--- src/rtl/alu_md_exec.sv ---
// EX-stage ALU: single-cycle add/sub/and/or/slt plus a WIDTH-cycle sequential
// unsigned multiply/divide into HI/LO with a busy/ready stall handshake.
module alu_md_exec #(
   parameter int WIDTH = 32
) (
   input  logic             clk,
   input  logic             rst_n,
   input  logic             in_valid,
   output logic             in_ready,
   input  logic [2:0]       ALUOperation,
   input  logic [WIDTH-1:0] src_a,
   input  logic [WIDTH-1:0] src_b,
   input  logic             flush,
   output logic [WIDTH-1:0] result,
   output logic             zero,
   output logic             out_valid,
   output logic             busy,
   output logic [WIDTH-1:0] hi,
   output logic [WIDTH-1:0] lo
);
   localparam int CW = $clog2(WIDTH);

   localparam logic [2:0] OP_AND   = 3'b000;
   localparam logic [2:0] OP_OR    = 3'b001;
   localparam logic [2:0] OP_ADD   = 3'b010;
   localparam logic [2:0] OP_MULTU = 3'b011;
   localparam logic [2:0] OP_DIVU  = 3'b100;
   localparam logic [2:0] OP_SUB   = 3'b110;
   localparam logic [2:0] OP_SLT   = 3'b111;

   typedef enum logic [1:0] {IDLE, MUL, DIV, DONE} state_t;

   state_t           state;
   logic [CW-1:0]    cnt;
   logic [WIDTH-1:0] acc_hi, acc_lo, opnd;
   logic [WIDTH-1:0] simple_res;
   logic [WIDTH:0]   mul_sum, div_part;
   logic [WIDTH-1:0] div_diff, step_hi, step_lo;
   logic             div_ge, accept, last, is_md;

   assign in_ready = !busy;
   assign accept   = in_valid && !busy;
   assign last     = (cnt == CW'(WIDTH - 1));
   assign is_md    = (ALUOperation == OP_MULTU) || (ALUOperation == OP_DIVU);

   always_comb begin
      simple_res = '0;
      case (ALUOperation)
         OP_ADD:  simple_res = src_a + src_b;
         OP_SUB:  simple_res = src_a - src_b;
         OP_AND:  simple_res = src_a & src_b;
         OP_OR:   simple_res = src_a | src_b;
         OP_SLT:  simple_res = {{(WIDTH-1){1'b0}}, ($signed(src_a) < $signed(src_b))};
         default: simple_res = '0;
      endcase
   end

   // Multiply: {acc_hi,acc_lo} holds partial product over the multiplier, shifted right each step.
   // Divide: acc_hi is the remainder, acc_lo shifts dividend bits out and quotient bits in.
   always_comb begin
      mul_sum  = {1'b0, acc_hi} + (acc_lo[0] ? {1'b0, opnd} : '0);
      div_part = {acc_hi, acc_lo[WIDTH-1]};
      div_ge   = (div_part >= {1'b0, opnd});
      div_diff = div_part[WIDTH-1:0] - opnd;
      if (state == DIV) begin
         step_hi = div_ge ? div_diff : div_part[WIDTH-1:0];
         step_lo = {acc_lo[WIDTH-2:0], div_ge};
      end else begin
         step_hi = mul_sum[WIDTH:1];
         step_lo = {mul_sum[0], acc_lo[WIDTH-1:1]};
      end
   end

   always_ff @(posedge clk or negedge rst_n) begin
      if (!rst_n) begin
         state     <= IDLE;
         cnt       <= '0;
         acc_hi    <= '0;
         acc_lo    <= '0;
         opnd      <= '0;
         result    <= '0;
         zero      <= 1'b1;
         out_valid <= 1'b0;
         busy      <= 1'b0;
         hi        <= '0;
         lo        <= '0;
      end else begin
         out_valid <= 1'b0;
         case (state)
            MUL, DIV: begin
               acc_hi <= step_hi;
               acc_lo <= step_lo;
               cnt    <= cnt + 1'b1;
               // completion takes priority over a coincident flush
               if (last) begin
                  hi        <= step_hi;
                  lo        <= step_lo;
                  result    <= step_lo;
                  zero      <= (step_lo == '0);
                  out_valid <= 1'b1;
                  busy      <= 1'b0;
                  state     <= DONE;
               end else if (flush) begin
                  busy  <= 1'b0;
                  state <= IDLE;
               end
            end
            default: begin
               state <= IDLE;
               if (accept) begin
                  if (is_md) begin
                     acc_hi <= '0;
                     acc_lo <= (ALUOperation == OP_MULTU) ? src_b : src_a;
                     opnd   <= (ALUOperation == OP_MULTU) ? src_a : src_b;
                     cnt    <= '0;
                     busy   <= 1'b1;
                     state  <= (ALUOperation == OP_MULTU) ? MUL : DIV;
                  end else begin
                     result    <= simple_res;
                     zero      <= (simple_res == '0);
                     out_valid <= 1'b1;
                  end
               end
            end
         endcase
      end
   end
endmodule

--- config.mk ---
export PLATFORM = sky130hd
export DESIGN_NAME = alu_md_exec
export DESIGN_NICKNAME = d
export VERILOG_FILES = /design/src/rtl/alu_md_exec.sv
export SDC_FILE = /design/constraint.sdc
export NUM_CORES = 1
export LEC_CHECK = 0
export ABC_AREA = 1
export CORE_MARGIN = 3
export CORE_UTILIZATION = 45
export DETAILED_ROUTE_END_ITERATION = 6
export PLACE_DENSITY = 0.72
export SLEW_MARGIN = 20
export SYNTH_ARGS = -nofsm -noshare
export SYNTH_HDL_FRONTEND = slang
export SYNTH_SLANG_ARGS = --single-unit
--- constraint.sdc ---
create_clock -name clk -period 3.76 [get_ports clk]
set_clock_uncertainty 0.2 [all_clocks]
set_input_delay 0.94 -clock clk [delete_from_list [all_inputs] [get_ports clk]]
set_output_delay 0.94 -clock clk [all_outputs]
set_load 0.01 [all_outputs]
# [Word level (Yosys, flattened, before mapping)]
# Cells that the tools add are included.
[totals] ff_bits=202 input_bits=71 out_inout_bits=100 wordCells=86
[op_classes] add_sub_neg=5 order_cmp=2 eq_ne=12 mux=39 bitwise=3 n_reduce_logical=14
[ops] op="$mux 32" count=16
[ops] op="$pmux 32 s5" count=1
[ops] op="$logic_not 32->1" count=2
[ops] op="$sub 32x32->32" count=2
[ops] op="$add 32x32->33" count=1
[ops] op="$ge 33x32->1" count=1
[ops] op="$add 32x32->32" count=1
[ops] op="$and 32x32->32" count=1
[ops] op="$lt 32x32->1" count=1
[ops] op="$or 32x32->32" count=1
[ops] op="$mux 5" count=3
[ops] op="$mux 1" count=13
[ops] op="$mux 2" count=6
[ops] op="$eq 3x3->1 const B" count=3
[ops] op="$reduce_and 3->1" count=3
[ops] op="$eq 3x2->1 const B" count=2
[ops] op="$add 5x1->5 const B" count=1
[ops] op="$eq 5x5->1 const B" count=1
[ops] op="$reduce_and 2->1" count=2
[ops] op="$reduce_bool 2->1" count=2
[ops] op="$eq 3x1->1 const B" count=1
[ops] op="$logic_not 3->1" count=1
[ops] op="$ne 3x3->1 const B" count=1
[ops] op="$eq 2x1->1 const B" count=1
[ops] op="other kinds (8)" count=8

# [Longest topological paths before layout]
[logic_depth] ltp_word=6 depth_mapped=22 ltp_nobuf=21

# [Least setup slack after synthesis]
# Ideal clock, no wire load.
[synth_timing] path_type="flip-flop to flip-flop" start="register acc_lo[0]" end="register hi[29]" setup_time_ns=0.117 t_arrival_ns=2.762 setup_slack_ns=0.681 stages_incl_launch_ff=22 n_path_buf=2 period_less_slack_ns=3.079 path_cell_list="dfrtp_1 > clkbuf_1 > clkbuf_1 > nand2_1 > inv_1 > ha_1 > inv_1 > fa_1 > o21ai_1 > inv_1 > o21ai_1 > nand3_1 > nand3_1 > nand2_1 > nand2_1 > nand2_1 > nand2_1 > a21oi_1 > o21ai_0 > o21ai_1 > nand2_1 > nand2_1"
[synth_via] elab_chain_len=3
[synth_lines] item="from (decl)" line_no="35" rtl="logic [WIDTH-1:0] acc_hi, acc_lo, opnd;"
[synth_lines] item="from (signal assigned)" line_no="92" rtl="acc_lo <= step_lo;"
[synth_lines] item="from (signal assigned)" line_no="113" rtl="acc_lo <= (ALUOperation == OP_MULTU) ? src_b : src_a;"
[synth_lines] item="$mux 32" line_no="61" rtl="mul_sum = {1'b0, acc_hi} + (acc_lo[0] ? {1'b0, opnd} : '0);"
[synth_lines] item="$add 32x32->33" line_no="61"
[synth_lines] item="$mux 32" line_no="65" rtl="if (state == DIV) begin"
[synth_lines] item="to (signal assigned)" line_no="96" rtl="hi <= step_hi;"
[synth_lines] item="to (decl)" line_no="18" rtl="output logic [WIDTH-1:0] hi,"
# No other way between the ends.
# A chain may end at the register's enable or synchronous reset.

# [Worst setup path in the final report]
[layout_timing] start="input port src_a[0]" end="register result[26]"
[layout_via] elab_chain_len=5 word_cells_on_any_way=6 cone_classes="add/sub: 2; mux: 4"
[layout_lines] item="from (decl)" line_no="11" rtl="input logic [WIDTH-1:0] src_a,"
[layout_lines] item="$sub 32x32->32 or $add 32x32->32 (tied branches)" line_no="50, 49"
[layout_lines] item="$pmux 32 s5 (*)" line_no="48" rtl="case (ALUOperation)"
[layout_lines] item="$mux 32 (*)" line_no="111" rtl="if (is_md) begin"
[layout_lines] item="$mux 32 (*)" line_no="110" rtl="if (accept) begin"
[layout_lines] item="$mux 32 (*)" line_no="89" rtl="case (state)"
[layout_lines] item="to (signal assigned)" line_no="98" rtl="result <= step_lo;"
[layout_lines] item="to (signal assigned)" line_no="119" rtl="result <= simple_res;"
[layout_lines] item="to (decl)" line_no="14" rtl="output logic [WIDTH-1:0] result,"
# Mark *: on every way between the ends. The rest lies on a longest branch, timed or not. The select of a mux whose other input is x is not followed.

==> impl_metrics.tcl <==
set metrics [dict create \
    cts_made_buffers 24 \
    yosysSeqAreaShare_pct 25.32 \
    drive_above_1_share_pct 13.11 \
    multiInputGateArea_sq_um 12690 \
    num_rows 76 \
    cts-root-buf "clkbuf_16" \
    cp-end-kind "flop" \
    cp_top_family "buffers and inverters" \
    power.density_nw_per_um2 609.4 \
    yosysWarnings 0 \
    status "finished clean" \
    period_needed_ns 3.592 \
    comb_power_share_pct 61.7 \
    fmax_ghz 0.2784 \
    start_kind "input port" \
    wl_per_cell_um 19.55 \
    syn2layout_area_growth_pct 28.21 \
    core-area_sq_um 43460 \
    dpl.hpwl_um 68350 \
    cp.arrival_ns 3.80 \
    netlist_instances 3219 \
    io-pin-count 171 \
    die_y_um 216.7 \
    rsz0062_at_grt "false" \
    power.leakage_nw 13.51 \
    tritoncts "built" \
    finalMaxSlewViolations 0 \
    netlist_area_sq_um 19970 \
    setup_violations 0 \
    layout.nets 3918 \
    path_clk_slew_ns 0.06 \
    hold_viol 0 \
    grt_pass1_vias 22157 \
    die_area_sq_um 46940 \
    cp_max_fo 3 \
    final_cells 4268 \
    avgSynthCellArea_sq_um 6.204 \
    synth_edf_count 0 \
    drt_iter0_drc 2173 \
    grt_usage_pct 34.83 \
    htreeDepth 1 \
    yosys_register_bits 202 \
    initial_core_util_pct 45.95 \
    synth.distinct_cells 55 \
    path_buf_inv 5 \
    clock_latency_ns 0.54 \
    diodes 0 \
    globalplace.congestion 1.029 \
    cell_internal_pwr_w 0.007871 \
    num_vias 23041 \
    grt_antenna_before_repair 3 \
    pwr-share-seq_pct 22.7 \
    synth_top_area_share_pct 25.19 \
    worstHoldPathType "input port to async pin" \
    maxSlewHeadroom_pct 48.13 \
    crit_chain "clkdlybuf4s50_1 > inv_1 > ha_1 > fa_1 > inv_2 > nand3_1 > nand3_2 > nand2_1 > nand2_1 > buf_4 > nand3_1 > nand3_1 > nand2_1 > nand3_1 > nand2_1 > o21ai_0 > buf_4 > a31oi_1" \
    async_flop_share_pct 100.0 \
    drc_errors 0 \
    worstMarginPinSlew_ns 0.7781 \
    numPortBuffers 170 \
    yosys-top-cells-count "nand2_1 (991), inv_1 (465), nor2_1 (303)" \
    clock_sink_count 202 \
    slowest_stage "clkdlybuf4s50_1" \
    timing.final.ws_setup_ns 0.1684 \
    viasPerCell 5.399 \
    synthTopCellsByArea "dfrtp_1 (25%), nand2_1 (19%), ha_1 (11%)" \
    setup_tns_ns 0 \
    grt_max_degree 88 \
    p_sw_share_pct 49.55 \
    place_ws_ns -0.3767 \
    drt_first_pass_iters 7 \
    slowest_delay_ns 0.48 \
    dp_cells 4224 \
    power.switching_w 0.007731 \
    fin_util_pct 58.92 \
    worstSetupPathType "input port to flop" \
    period_share_pct 95.52 \
    wirelength_um 83430 \
    required_ns 3.96 \
    ir_worst_vdd_uv 487.9 \
    ff_latch_area_sq_um 5056 \
    n_fill_cell 4415 \
    cts_buffer_depth 3 \
    ant_nets 0 \
    grt_overflow 0 \
    die_w_um 216.7 \
    synth_ff_type "dfrtp_1" \
    maxCapViolCount 0 \
    clkPwrFrac_pct 15.6 \
    synth_nets 3472 \
    grt_pass1_wl_um 126800 \
    yosysMostFrequentCell "nand2_1" \
    synth_largest_area_cell "dfrtp_1" \
    whs_ns 0.08731 \
]
-- final timing paths --
path / from / end / slack (ns) / cells after the start
setup / recovery: src_a[0] / result[26] / 0.17 / 18
hold / removal: rst_n / hi[6] / 0.09 / 1
setup reg to reg: acc_lo[0] / hi[26] / 0.39 / 14
hold reg to reg: hi[9] / hi[9] / 0.28 / 2
max in group asynchronous: rst_n / acc_lo[13] / 2.49 / 2
min in group clk: hi[9] / hi[9] / 0.28 / 2
-- per-stage QoR --
stage	cell area [sq um]	total power (W)
after floorplan	19970	0.009581
after global placement	24740	0.01291
after detailed placement	24740	0.01295
after CTS	25560	0.01544
after global routing	25600	0.01674
final	25600	0.01560
-- power by group through the flow --
stage / registers [W] / logic, W / clock network, W
finish: 0.00354 / 0.00963 / 0.00244
global route: 0.00360 / 0.0106 / 0.00254
CTS: 0.00351 / 0.00948 / 0.00245
global placement: 0.00352 / 0.00939 / 0
floorplan: 0.00335 / 0.00623 / 0
detailed placement: 0.00353 / 0.00942 / 0
-- layer usage --
layer	GRT usage (%)	vias to the layer above	part of all wire, %
li1	-	11221	-
met1	45.51	10679	42
met2	57.61	940	45
met3	4.697	197	7.5
met4	15.36	4	5.2
met5	0	-	0.037
-- kinds of logic (layout without fill, tap and decap cells) --
family	Yosys count	in the layout	synth area share, %
buffers and inverters	588	1052	11.48
AND/OR/NAND/NOR	1600	1600	32.64
AO/OA/AOI/OAI	611	611	17.39
XOR/XNOR	32	32	1.403
adder cells (fa/ha/maj)	182	182	11.55
flip-flops	202	202	25.32
multiplexers	4	4	0.2130
-- repair_timing --
action | CTS | global route
gates resized for setup | 0 | 18
hold buffers | 0 | 0
endpoints found under the setup margin | 0 | 4
buffers inserted | 0 | 0
-- worst register-to-register path, cell delays in order, from the launching register on --
cell and delay (ns):
dfrtp_1 0.58, buf_6 0.30, nand2_1 0.12, inv_1 0.08, ha_1 0.27, a21oi_1 0.22
a21boi_0 0.37, o21ai_0 0.18, a221oi_1 0.28, nand2_1 0.12, or2_2 0.29, nand3_1 0.07
nand2_1 0.07, nand2_1 0.06, nand2_1 0.06
-- cell type report --
cell class | count | area share, %
Inverter | 474 | 6.949
Clock buffer | 38 | 2.947
Clock inverter | 6 | 0.2443
Sequential cell | 202 | 19.75
Tap cell | 585 | 2.859
Timing Repair Buffer | 534 | 17.69
Multi-Input combinational cell | 2429 | 49.56
-- cell usage in the layout (no fill, tap or decap), drive strengths merged, types with 19 or more instances in the layout --
master         instances
dfrtp                201
buf                  365
o22ai                 19
a21oi                192
clkdlybuf4s50        169
inv                  475
nand2                995
o21ai                286
nor3                  25
or2                   21
nor2                 307
ha                   178
clkbuf                38
o211ai                45
nand3                195
nand4                 32
-- registers in the layout, summed over array words and instances, names as in the netlist --
name	cells
opnd	32
state	2
out_valid	1
cnt	5
acc_lo	32
zero	1
acc_hi	32
hi	32
lo	32
busy	1
result	32
Note: power is estimated with default switching activity, not from simulation.
